`config.mk`:
```
export PLATFORM = sky130hd
export DESIGN_NAME = verdict_stream_join
export DESIGN_NICKNAME = d
export VERILOG_FILES = /design/src/rtl/verdict_stream_join.sv
export SDC_FILE = /design/constraint.sdc
export NUM_CORES = 2
export LEC_CHECK = 0
export BUFFER_PORTS_ARGS = -buffer_cell sky130_fd_sc_hd__buf_4
export CORE_AREA = 4 4 265 267
export DETAILED_ROUTE_END_ITERATION = 8
export DIE_AREA = 0 0 269 271
export GPL_ROUTABILITY_DRIVEN = 0
export GPL_TIMING_DRIVEN = 0
export PLACE_DENSITY_LB_ADDON = 0.05
export SYNTH_ARGS = -nofsm -noshare
export SYNTH_HDL_FRONTEND = slang
export SYNTH_SLANG_ARGS = --single-unit
```
`constraint.sdc`:
```
create_clock -name ap_clk -period 2.1 [get_ports ap_clk]
set_input_delay 0 -clock ap_clk [delete_from_list [all_inputs] [get_ports ap_clk]]
set_output_delay 0 -clock ap_clk [all_outputs]
set_load 0.02 [all_outputs]
```
`src/rtl/verdict_stream_join.sv`:
```
// verdict_stream_join: joins a per-packet verdict stream with an AXI4-Stream packet stream, forwarding or dropping whole packets with the verdict tag stamped into tuser
module verdict_stream_join #(
  parameter int DATA_W    = 256,
  parameter int USER_W    = 12,
  parameter int VERDICT_W = 4,
  parameter int CNT_W     = 32
) (
  input  logic                 ap_clk,
  input  logic                 ap_rst_n,
  input  logic                 in_tvalid,
  output logic                 in_tready,
  input  logic [DATA_W-1:0]    in_tdata,
  input  logic [DATA_W/8-1:0]  in_tkeep,
  input  logic                 in_tlast,
  input  logic [USER_W-1:0]    in_tuser,
  input  logic                 verdict_valid,
  output logic                 verdict_ready,
  input  logic [VERDICT_W-1:0] verdict_data,
  output logic                 out_tvalid,
  input  logic                 out_tready,
  output logic [DATA_W-1:0]    out_tdata,
  output logic [DATA_W/8-1:0]  out_tkeep,
  output logic                 out_tlast,
  output logic [USER_W-1:0]    out_tuser,
  input  logic [1:0]           cfg_mode,
  output logic [CNT_W-1:0]     pass_pkts,
  output logic [CNT_W-1:0]     drop_pkts
);
  typedef enum logic [1:0] {HEAD, PASS, DROP} state_t;
  state_t state, state_n;
  logic en, vh_valid, d_pass, acc, head_acc, fwd, pop, skid_valid, skid_last;
  logic [VERDICT_W-1:0] vh_data;
  logic [VERDICT_W-2:0] tag_q, tag;
  logic [USER_W-1:0] user_st, skid_user;
  logic [DATA_W-1:0] skid_data;
  logic [DATA_W/8-1:0] skid_keep;
  assign d_pass = (cfg_mode == 2'd1) | ((cfg_mode != 2'd2) & vh_data[0]);
  assign in_tready = (state == HEAD) ? vh_valid & (~d_pass | ~skid_valid) :
                     (state == PASS) ? ~skid_valid : (state == DROP);
  assign acc = in_tvalid & in_tready;
  assign head_acc = acc & (state == HEAD);
  assign fwd = acc & ((state == PASS) | ((state == HEAD) & d_pass));
  assign tag = (state == HEAD) ? vh_data[VERDICT_W-1:1] : tag_q;
  assign user_st = {in_tuser[USER_W-1:VERDICT_W-1], tag};
  assign verdict_ready = en & (~vh_valid | head_acc);
  assign pop = out_tvalid & out_tready;
  always_comb begin
    state_n = state;
    if (acc)
      state_n = in_tlast ? HEAD : (state == HEAD) ? (d_pass ? PASS : DROP) : state;
  end
  always_ff @(posedge ap_clk) begin
    if (!ap_rst_n) begin
      state      <= HEAD;
      en         <= 1'b0;
      vh_valid   <= 1'b0;
      vh_data    <= '0;
      tag_q      <= '0;
      pass_pkts  <= '0;
      drop_pkts  <= '0;
      out_tvalid <= 1'b0;
      out_tdata  <= '0;
      out_tkeep  <= '0;
      out_tlast  <= 1'b0;
      out_tuser  <= '0;
      skid_valid <= 1'b0;
      skid_data  <= '0;
      skid_keep  <= '0;
      skid_last  <= 1'b0;
      skid_user  <= '0;
    end else begin
      state <= state_n;
      en    <= 1'b1;
      if (verdict_valid & verdict_ready) begin
        vh_valid <= 1'b1;
        vh_data  <= verdict_data;
      end else if (head_acc) begin
        vh_valid <= 1'b0;
      end
      if (head_acc)
        tag_q <= vh_data[VERDICT_W-1:1];
      if (acc & in_tlast & fwd)
        pass_pkts <= pass_pkts + CNT_W'(1);
      if (acc & in_tlast & ~fwd)
        drop_pkts <= drop_pkts + CNT_W'(1);
      if (skid_valid) begin
        if (pop) begin
          out_tdata  <= skid_data;
          out_tkeep  <= skid_keep;
          out_tlast  <= skid_last;
          out_tuser  <= skid_user;
          skid_valid <= 1'b0;
        end
      end else if (fwd) begin
        if (~out_tvalid | pop) begin
          out_tvalid <= 1'b1;
          out_tdata  <= in_tdata;
          out_tkeep  <= in_tkeep;
          out_tlast  <= in_tlast;
          out_tuser  <= user_st;
        end else begin
          skid_valid <= 1'b1;
          skid_data  <= in_tdata;
          skid_keep  <= in_tkeep;
          skid_last  <= in_tlast;
          skid_user  <= user_st;
        end
      end else if (pop) begin
        out_tvalid <= 1'b0;
      end
    end
  end
endmodule

```
==> flow_summary.json <==
{
  "status": "complete, no violations",
  "post_route_cells_drive_above_1_share_pct": 31.0,
  "whs_ns": 0.0473,
  "die_x_um": 269,
  "num_io_pins": 680,
  "cp_cell_sequence": "buf_6, a21oi_4, a2111oi_4, o21a_2, buf_12, clkbuf_16, buf_8, nor2_1, a211oi_2",
  "synth_async_sr_flop_share_pct": 0,
  "p_int_mw": 22.3,
  "p_leak_nw": 15.3,
  "fmax_mhz": 480,
  "crit_required_ns": 2.63,
  "ys_seq_area_share_pct": 47.5,
  "antenna_found_initial": 18,
  "synth.most_common_cell": "dfxtp_1",
  "cts_inserted_buffers": 76,
  "syn2layout_area_growth_pct": 46.2,
  "grt_pass1_vias": 26700,
  "postSynthAreaPerCell_um2": 9.29,
  "hold_violations": 0,
  "slew_viol_final": 0,
  "rows": 96,
  "antenna_left": 0,
  "viasPerCell": 5.20,
  "fillers": 5826,
  "port_buffers": 675,
  "die_height_um": 271,
  "slowest_delay_ns": 0.41,
  "endpoint_kind": "flip-flop",
  "dr_total_vias": 26700,
  "p_total_mw": 29.3,
  "syn_inst": 3081,
  "wire_per_inst_um": 20.4,
  "ys.flop_type": "dfxtp_1",
  "grt_max_degree": 14,
  "synth.largest_area_cell": "dfxtp_1",
  "ir_drop_uv": 546,
  "critPathMaxFanout": 10,
  "rsz0062_at_grt": "yes",
  "grt.overflow.total": 0,
  "critical_path_class": "flip-flop to flip-flop",
  "synth_cell_types": 53,
  "tightestPinTransition_ns": 0.919,
  "hold_class": "input port to flip-flop",
  "clkTransAtPathRegs_ns": 0.06,
  "die-area_um2": 72900,
  "drtIter0Drc": 1302,
  "core_area_um2": 68100,
  "synth-edff-count": 0,
  "drt-pass1-iter-count": 5,
  "wl_um": 105000,
  "ys_warn_count": 0,
  "fin_skew_ns": 0.0220,
  "power.share.combinational_pct": 9.4,
  "p_switching_mw": 7.01,
  "dp_hpwl_um": 76600,
  "cts_tree": "built",
  "min_period_over_period_pct": 99.1,
  "layout.nets": 4492,
  "startpoint_type": "flip-flop",
  "drc": 0,
  "insertion_delay_ns": 0.62,
  "switching_share_pct": 23.9,
  "ys_top_cells_by_area": "dfxtp_1 (47%), a211oi_2 (12%), mux2i_1 (11%), nand2_1 (8.3%), a21oi_1 (5.6%)",
  "placed_area_um2": 34800,
  "cp_slowest_cell": "a2111oi_4",
  "cts_buffer_depth": 3,
  "start_util_pct": 42.0,
  "seqPwrFrac_pct": 44.8,
  "root_buffer": "clkbuf_16",
  "synth_top_area_share_pct": 47.5,
  "synth_commonest_cells": "dfxtp_1 (679), nand2_1 (632), nor2_1 (354)",
  "netlist_area_um2": 28600,
  "fin_crit_ns": 2.08,
  "setup_viol": 0,
  "cts_sinks": 679,
  "track_usage_pct": 27.0,
  "max_cap_violations": 0,
  "slew_headroom_pct": 38.7,
  "finalInstanceArea_um2": 41800,
  "pwr_density_cell_nw_per_um2": 701,
  "grt_pass1_wl_um": 155000,
  "p_clk_share_pct": 45.8,
  "arrival_ns": 2.61,
  "htreeDepth": 3,
  "synth_nets": 3395,
  "synth-seq-cells": 679
}
## placed cells by master (no fill, tap or decap), types with 12 or more instances in the layout
master         count
nor2_1           345
clkbuf_2          33
buf_8             25
buf_12            14
buf_4            720
a211oi_1          21
nand3_1           33
a21oi_1          321
clkbuf_1         100
and2_1            13
nand2_1          632
clkinv_2          13
dlygate4sd3_1    310
dfxtp_1          675
nand4_1           28
o21ai_0           22
clkbuf_4          22
xor2_1            33
or3_1             12
mux2i_1          306
clkbuf_8          18
buf_6             32
a211oi_2         280
clkbuf_16        101
## power by group through the flow
stage | Combinational, mW | Sequential, mW | Clock, mW
finish | 2.77 | 13.1 | 13.4
global route | 2.95 | 13.1 | 14.2
CTS | 2.69 | 13.1 | 13.7
detailed placement | 2.14 | 13.4 | 0
global placement | 2.11 | 13.4 | 0
floorplan | 0.867 | 13.6 | 0
## final cells by class
type	count	area, um^2	share of cell area, %
multi-input cells	2138	13700	32.8
flip-flops and latches	679	13600	32.5
repair buffers	1020	8840	21.1
clock buffers	112	2260	5.40
plain buffers	255	2010	4.80
well taps	882	1100	2.64
clock inverters	24	251	0.601
inverters	8	30.0	0.0718
diodes	11	27.5	0.0658
## layer usage
layer	GRT usage, %	vias to the layer above	share of wire (%)
met1	31.7	12800	40
li1	-	12900	-
met2	46.2	731	49
met4	11.4	14	4.4
met5	0	-	0.086
met3	7.33	232	6.7
## path summary, 6_finish.rpt
check | cells past startpoint | end | slack, ns | start
setup reg to reg | 9 | out_tkeep[3]$_SDFFE_PN0P_ | 0.02 | state[0]$_SDFFE_PN0P_
setup / recovery | 9 | out_tkeep[3]$_SDFFE_PN0P_ | 0.02 | state[0]$_SDFFE_PN0P_
hold / removal | 2 | en$_DFF_P_ | 0.05 | ap_rst_n
hold reg to reg | 2 | skid_keep[30]$_SDFFE_PN0P_ | 0.45 | skid_keep[30]$_SDFFE_PN0P_
## sequential cells by signal (all words and copies together), names as in the netlist, 2 cells and up
register	cells
out_tkeep	32
skid_user	12
skid_data	256
out_tdata	256
skid_keep	32
drop_pkts	32
out_tuser	12
vh_data	4
pass_pkts	32
state	2
tag_q	3
## logic make-up after synthesis
family,share of synthesized area (%)
multiplexers,10.7
flip-flops,47.5
XOR/XNOR,1.29
AO/OA/AOI/OAI,19.5
buffers and inverters,4.89
adder cells (fa/ha/maj),0.0874
AND/OR/NAND/NOR,16.0
## critical path, delay by kind of cell, from the launching register on
kind,cells,cell delay (ns)
flops,1,0.32
buf+inv,4,0.67
compound gates,4,0.93
simple gates,1,0.05
## timing repair
item / 4_1_cts / 5_1_grt
endpoints found under the hold margin: 616 / 0
hold buffers: 310 / 0
pin swaps: 3 / 83
cloned: 0 / 24
setup endpoints to repair: 612 / 625
resized for setup: 91 / 162
buffers inserted: 4 / 7
## stage by stage
step	utilization, %	setup TNS (ns)	setup WS (ns)	cells
floorplan	-	0	0.146	3081
global placement	51.1	-172.51	-0.394	4638
detailed placement	51.1	-185.59	-0.430	4638
CTS	59.7	0	0.00354	5087
global route	61.4	-1.94	-0.0517	5126
finish	61.4	0	0.0182	5129
Note: power is estimated with default switching activity, not from simulation.
